===== src/rtl/memory_arbiter.sv =====
`default_nettype none
// ============================================================================
//  Module   : memory_arbiter
//  Purpose  : Shares one single-port RAM between the instruction-fetch port
//             and the data-memory port of the pipelined CPU. Accesses are
//             serialised through a fixed-latency access FSM. Data has
//             priority over fetch, and a starvation guard forces a fetch
//             after STARVE_MAX consecutive data completions while fetch is
//             waiting. iwait/dwait feed the hazard unit's freeze logic.
//  Revision : 1.0 - initial release
// ----------------------------------------------------------------------------
//  Parameters
//    LAT         RAM access latency in cycles (>= 1)
//    STARVE_MAX  data completions tolerated while fetch waits (>= 1)
//  Ports
//    CLK, nRST           clock, synchronous active-low reset
//    iREN, iaddr         instruction read request and address
//    iload, iwait        instruction read data and stall
//    dREN, dWEN          data read / write request (write wins if both)
//    daddr, dstore       data address and write value
//    dload, dwait        data read data and stall
//    ramREN, ramWEN      RAM read / write enables
//    ramaddr, ramstore   RAM address and write data
//    ramload             RAM read data, valid on the LAT-th access cycle
// ============================================================================
module memory_arbiter #(
  parameter int LAT        = 2,
  parameter int STARVE_MAX = 4
) (
  input  logic        CLK,
  input  logic        nRST,
  input  logic        iREN,
  input  logic [31:0] iaddr,
  output logic [31:0] iload,
  output logic        iwait,
  input  logic        dREN,
  input  logic        dWEN,
  input  logic [31:0] daddr,
  input  logic [31:0] dstore,
  output logic [31:0] dload,
  output logic        dwait,
  output logic        ramREN,
  output logic        ramWEN,
  output logic [31:0] ramaddr,
  output logic [31:0] ramstore,
  input  logic [31:0] ramload
);

  localparam int CW = $clog2(LAT + 1);
  localparam int SW = $clog2(STARVE_MAX + 1);

  localparam logic [CW-1:0] CNT_LAST   = CW'(LAT);
  localparam logic [CW-1:0] CNT_FIRST  = CW'(1);
  localparam logic [SW-1:0] STARVE_TOP = SW'(STARVE_MAX);

  localparam logic [1:0] ST_IDLE  = 2'd0;
  localparam logic [1:0] ST_DATA  = 2'd1;
  localparam logic [1:0] ST_INSTR = 2'd2;

  logic [1:0]    state_q,  state_d;
  logic [CW-1:0] cnt_q,    cnt_d;
  logic [SW-1:0] starve_q, starve_d;
  logic [31:0]   addr_q,   addr_d;
  logic [31:0]   wdata_q,  wdata_d;
  logic          wr_q,     wr_d;

  logic w_dreq;
  logic w_busy;
  logic w_in_data;
  logic w_in_instr;
  logic w_last;
  logic w_own_req;
  logic w_d_done;
  logic w_i_done;
  logic w_abort;
  logic w_arb;
  logic w_force_i;

  assign w_dreq = dREN | dWEN;

  // Holding reset makes the arbiter look idle immediately, even before the
  // first sampling edge has cleared the state register.
  assign w_busy     = nRST & (state_q != ST_IDLE);
  assign w_in_data  = w_busy & (state_q == ST_DATA);
  assign w_in_instr = w_busy & (state_q == ST_INSTR);
  assign w_last     = w_busy & (cnt_q == CNT_LAST);

  // The owner must keep requesting; dropping the request aborts the access.
  assign w_own_req = (w_in_data & w_dreq) | (w_in_instr & iREN);
  assign w_abort   = w_busy & ~w_own_req;

  // A completion only counts while the owner still asks for it.
  assign w_d_done = w_last & w_in_data  & w_dreq;
  assign w_i_done = w_last & w_in_instr & iREN;

  // Arbitrate when idle, in a completion cycle, or after a withdrawal.
  assign w_arb = ~w_busy | w_last | w_abort;

  // Starvation counter next value.
  always_comb begin
    starve_d = starve_q;
    if (!iREN || w_i_done) begin
      starve_d = '0;
    end else if (w_d_done && (starve_q != STARVE_TOP)) begin
      starve_d = starve_q + 1'b1;
    end
  end

  // The guard looks at the updated count so that the completion which
  // reaches STARVE_MAX hands the very next slot to fetch.
  assign w_force_i = iREN & (starve_d == STARVE_TOP);

  // Access FSM next state and owner latches.
  always_comb begin
    state_d = state_q;
    cnt_d   = cnt_q;
    addr_d  = addr_q;
    wdata_d = wdata_q;
    wr_d    = wr_q;
    if (w_arb) begin
      if (w_dreq && !w_force_i) begin
        state_d = ST_DATA;
        cnt_d   = CNT_FIRST;
        addr_d  = daddr;
        wdata_d = dstore;
        wr_d    = dWEN;
      end else if (iREN) begin
        state_d = ST_INSTR;
        cnt_d   = CNT_FIRST;
        addr_d  = iaddr;
        wdata_d = '0;
        wr_d    = 1'b0;
      end else begin
        state_d = ST_IDLE;
        cnt_d   = '0;
        addr_d  = '0;
        wdata_d = '0;
        wr_d    = 1'b0;
      end
    end else begin
      // Mid-access: cnt never passes LAT because LAT forces arbitration.
      cnt_d = cnt_q + 1'b1;
    end
  end

  always_ff @(posedge CLK) begin
    if (!nRST) begin
      state_q  <= ST_IDLE;
      cnt_q    <= '0;
      starve_q <= '0;
      addr_q   <= '0;
      wdata_q  <= '0;
      wr_q     <= 1'b0;
    end else begin
      state_q  <= state_d;
      cnt_q    <= cnt_d;
      starve_q <= starve_d;
      addr_q   <= addr_d;
      wdata_q  <= wdata_d;
      wr_q     <= wr_d;
    end
  end

  // RAM side is driven only from the latched owner values.
  assign ramREN   = w_busy & ~wr_q;
  assign ramWEN   = w_busy &  wr_q;
  assign ramaddr  = w_busy ? addr_q  : '0;
  assign ramstore = w_busy ? wdata_q : '0;

  // Requester side: read data passes straight through in the completion cycle.
  assign iload = w_i_done ? ramload : '0;
  assign dload = w_d_done ? ramload : '0;
  assign iwait = iREN   & ~(w_in_instr & w_last);
  assign dwait = w_dreq & ~(w_in_data  & w_last);

endmodule
`default_nettype wire


===== config.mk =====
export PLATFORM = sky130hd
export DESIGN_NAME = memory_arbiter
export DESIGN_NICKNAME = d
export VERILOG_FILES = /design/src/rtl/memory_arbiter.sv
export SDC_FILE = /design/constraint.sdc
export NUM_CORES = 1
export LEC_CHECK = 0
export ABC_AREA = 0
export BUFFER_PORTS_ARGS = -buffer_cell sky130_fd_sc_hd__buf_2
export CORE_MARGIN = 5
export CORE_UTILIZATION = 30
export CTS_CLUSTER_SIZE = 24
export DETAILED_ROUTE_END_ITERATION = 6
export HOLD_SLACK_MARGIN = 0.06
export PLACE_DENSITY = 0.61
export SLEW_MARGIN = 30
export SYNTH_ARGS = -nofsm -noshare
export SYNTH_HDL_FRONTEND = slang
export SYNTH_SLANG_ARGS = --single-unit

===== constraint.sdc =====
create_clock -name CLK -period 5.6 [get_ports CLK]
set_input_delay 0.84 -clock CLK [delete_from_list [all_inputs] [get_ports CLK]]
set_output_delay 0.84 -clock CLK [all_outputs]
set_load 0.01 [all_outputs]

* Word level (Yosys, flattened, before mapping)
Cells that the tools add are included.
** Operators by class
- Add/sub/neg operators :: 2
- Equal/unequal tests :: 5
- Muxes and demuxes :: 15
- Bitwise gates (word level) :: 25
- Reductions and logical operators :: 6
** Operators by type and width (number)
- 32-bit two-way mux :: 7
- 1-bit AND :: 16
- 2-bit two-way mux :: 3
- 3-bit two-way mux :: 2
- 1-bit inverter :: 5
- 2-bit == test (second input constant) :: 2
- 1-bit bitwise OR :: 4
- 3-bit by 1-bit adder with 3-bit output (second input constant) :: 1
- 3-bit == test (second input constant) :: 1
- 1-bit two-way mux :: 3
- 3-bit != test (second input constant) :: 1
- 2-bit by 1-bit adder with 2-bit output (second input constant) :: 1
- 2-bit by 1-bit == test with 1-bit output (second input constant) :: 1
- 1-bit logical AND :: 2
- 1-bit zero test :: 2
- 2-bit nonzero test :: 1
- 1-bit logical OR :: 1
** Word-level totals
- Register bits :: 72
- Bits of input ports :: 133
- Output and inout bits :: 132
- Logic and storage cells :: 59

* Longest topological paths before layout
- Depth after elaboration :: 14
- Mapped depth :: 10

* Least setup slack after synthesis
Ideal clock, no wire load.
- Path kind :: input port to output port
- Start point :: input port nRST
- End point :: output port dload[22]
- Data arrival time :: 1.917 ns
- Data required time :: 4.760 ns
- Setup slack :: 2.843 ns
- Stages :: 5
- Path buffers :: 3
- Cell sequence :: clkbuf_1 > and4b_1 > clkbuf_1 > clkbuf_1 > and3_1
** Between the ends
- Longest elaborated chain between the ends :: 5
- Elaborated cells between the ends (all ways) :: 6
- Classes of those cells :: mux: 1; bitwise: 5
** Ends and longest elaborated chain
- start: declaration :: line 31 : input logic nRST,
- 1-bit AND * :: line 83 : assign w_busy = nRST & (state_q != ST_IDLE);
- 1-bit AND, on equally long branches :: line 84, 86
- 1-bit AND * (2 in a row) :: line 93 : assign w_d_done = w_last & w_in_data & w_dreq;
- 32-bit two-way mux * :: line 172 : assign dload = w_d_done ? ramload : '0;
- end: declaration :: line 40 : output logic [31:0] dload,
Mark *: on every way between the ends. The rest lies on a longest branch, timed or not.

* Final worst setup path
- Start point :: input port nRST
- End point :: output port iload[31]
** Between the ends
- Longest elaborated chain between the ends :: 5
- Elaborated cells between the ends (all ways) :: 6
- Classes of those cells :: mux: 1; bitwise: 5
** Ends and longest elaborated chain
- 1-bit AND * :: line 83
- 1-bit AND, on equally long branches :: line 85, 86
- 1-bit AND * (2 in a row) :: line 94 : assign w_i_done = w_last & w_in_instr & iREN;
- 32-bit two-way mux * :: line 171 : assign iload = w_i_done ? ramload : '0;
- end: declaration :: line 34 : output logic [31:0] iload,
Marked as above.

==> impl_metrics.env <==
export IMPL_outcome="finished, final reports clean"
export IMPL_synth_most_common_cell="and2_1"
export IMPL_finalNetCount=790
export IMPL_dp_hpwl_um=9720
export IMPL_core_area_um2=12600
export IMPL_hold_path_class="register to register"
export IMPL_fin_util=0.442
export IMPL_cp_arrival_ns=2.46
export IMPL_slew_violations=0
export IMPL_max_cap_violations=0
export IMPL_period_share=0.589
export IMPL_antenna_found_initial=1
export IMPL_grt_overflow=0
export IMPL_start_util=0.304
export IMPL_cts_buffer_depth=2
export IMPL_yosys_cell_types_count=36
export IMPL_fp_dieW_um=123
export IMPL_cts_made_buffers=9
export IMPL_powerDensity_nw_per_um2=252
export IMPL_post_cts_resized=0
export IMPL_path_clk_slew_ns=0.06
export IMPL_setup_viol=0
export IMPL_grt_pass1_wl_um=21000
export IMPL_routed_wl_um=13600
export IMPL_h_tree_depth=3
export IMPL_ys_warn_count=0
export IMPL_first_iter_violations=227
export IMPL_synth_commonest_cells="and2_1 (99), dfxtp_1 (72), and3_1 (39)"
export IMPL_drc_errors=0
export IMPL_synthFlopType="dfxtp_1"
export IMPL_clock_root_buffer="clkbuf_16"
export IMPL_grt_usage=0.172
export IMPL_syn_area_per_cell_um2=9.12
export IMPL_gp_congestion=0.857
export IMPL_cts_hold_buf=0
export IMPL_die_h_um=123
export IMPL_num_rows=41
export IMPL_critPathKind="input pin to output pin"
export IMPL_start_kind="input pin"
export IMPL_synthArstFlopShare=0
export IMPL_cts_setup_buffers=0
export IMPL_max_slew_worst_pin_slew_ns=0.881
export IMPL_n_antenna_cell=0
export IMPL_ys_seq_area_frac=0.377
export IMPL_synth_edff_count=0
export IMPL_synth_top_area_share=0.377
export IMPL_via_per_inst=5.03
export IMPL_tritoncts="done"
export IMPL_period_minus_slack_ns=3.30
export IMPL_fmax_mhz=303
export IMPL_finalSetupTns_ns=0
export IMPL_drive_above_1_share=0.442
export IMPL_grt_pass1_vias=4203
export IMPL_power_mw=1.40
export IMPL_ir_drop_mv=0.130
export IMPL_yosys_area_top_type="dfxtp_1"
export IMPL_ant_nets=0
export IMPL_finClkSkew_ns=0.00478
export IMPL_yosys_top_cells_area="dfxtp_1 (38%), and2_1 (16%), a221o_1 (8.4%), a22o_1 (7.6%), and3_1 (6.4%)"
export IMPL_critPathMaxFanout=36
export IMPL_cts_sinks=72
export IMPL_critPathCaptureType="output pin"
export IMPL_firstDrtPassIters=4
export IMPL_num_io_pins=265
export IMPL_required_ns=4.76
export IMPL_syn_area_um2=3820
export IMPL_port_buffers=264
export IMPL_area_growth_pct=45.4
export IMPL_finalHoldViolations=0
export IMPL_clk_latency_ns=0.33
export IMPL_rsz0062_at_grt="false"
export IMPL_syn_inst=419
export IMPL_dieArea_um2=15100
export IMPL_grt_max_degree=67
export IMPL_synth_fp_nets=555
export IMPL_wl_per_cell_um=16.3
export IMPL_synth_ff_latch_count=72
export IMPL_slew_headroom=0.413
export IMPL_vias=4182
export IMPL_holdWs_ns=0.426
export IMPL_p_leak_nw=2.97
-- cell type report --
type,count,area [µm²]
clock buffer,11,243
clock inverter,5,80.1
fill,1245,7010
inverter,4,15.0
multi-input combinational,299,2200
sequential,72,1440
tap,172,215
timing repair buffer,268,1360
-- state kept, by name, summed over array words and instances, names as in the netlist --
name      flops
wr_q          1
starve_q      3
cnt_q         2
addr_q       32
state_q       2
wdata_q      32
-- per-layer routing --
metal	share of wire	vias up	track usage
li1	-	2014	-
met1	0.42	1950	0.216
met2	0.46	198	0.276
met3	0.10	18	0.0502
met4	0.015	2	0.0665
met5	0.00052	-	0
-- layout by cell type, fill, tap and decap left out, drive strengths merged, types with 2 or more instances in the layout --
master	count
buf	268
and2	99
dfxtp	72
and3	39
a22o	33
a221o	32
nor2b	30
a32oi	25
clkbuf	11
nor2	6
a21oi	5
inv	4
a21o	3
nand2	3
ha	3
nand3	2
clkinvlp	2
bufinv	2
and4	2
-- worst max-delay path: stages --
cell and delay (ns):
buf_2 0.43, and4_1 0.81, and2_1 0.23, buf_2 0.14
-- logic make-up after synthesis --
kind of cell / Yosys count / share of synthesized area
flip-flops: 72 / 0.377
XOR/XNOR: 1 / 0.00229
AO/OA/AOI/OAI: 109 / 0.254
adder cells (fa/ha/maj): 3 / 0.00983
buffers and inverters: 48 / 0.0547
AND/OR/NAND/NOR: 186 / 0.302
-- final timing paths --
| kind | start | to | slack (ns) | cells past startpoint |
|---|---|---|---|---|
| max | nRST | iload[31] | 2.30 | 4 |
| min | cnt_q[0] | cnt_q[0] | 0.43 | 1 |
| max reg2reg | starve_q[0] | addr_q[22] | 2.70 | 7 |
| min reg2reg | cnt_q[0] | cnt_q[0] | 0.43 | 1 |
-- report_power, final --
group | total [mW] | internal, mW | switching (mW)
Clock | 0.620 | 0.402 | 0.218
Combinational | 0.205 | 0.0972 | 0.108
Sequential | 0.573 | 0.553 | 0.0203
Total | 1.40 | 1.05 | 0.346
-- through the flow --
step,cell area [µm²],setup WS [ns],instances
floorplan,3820,2.84,419
global placement,5200,1.77,814
detailed placement,5220,1.70,815
CTS,5550,2.05,831
global route,5550,2.09,831
finish,5550,2.30,831
Power figures use the tool's default switching activity.
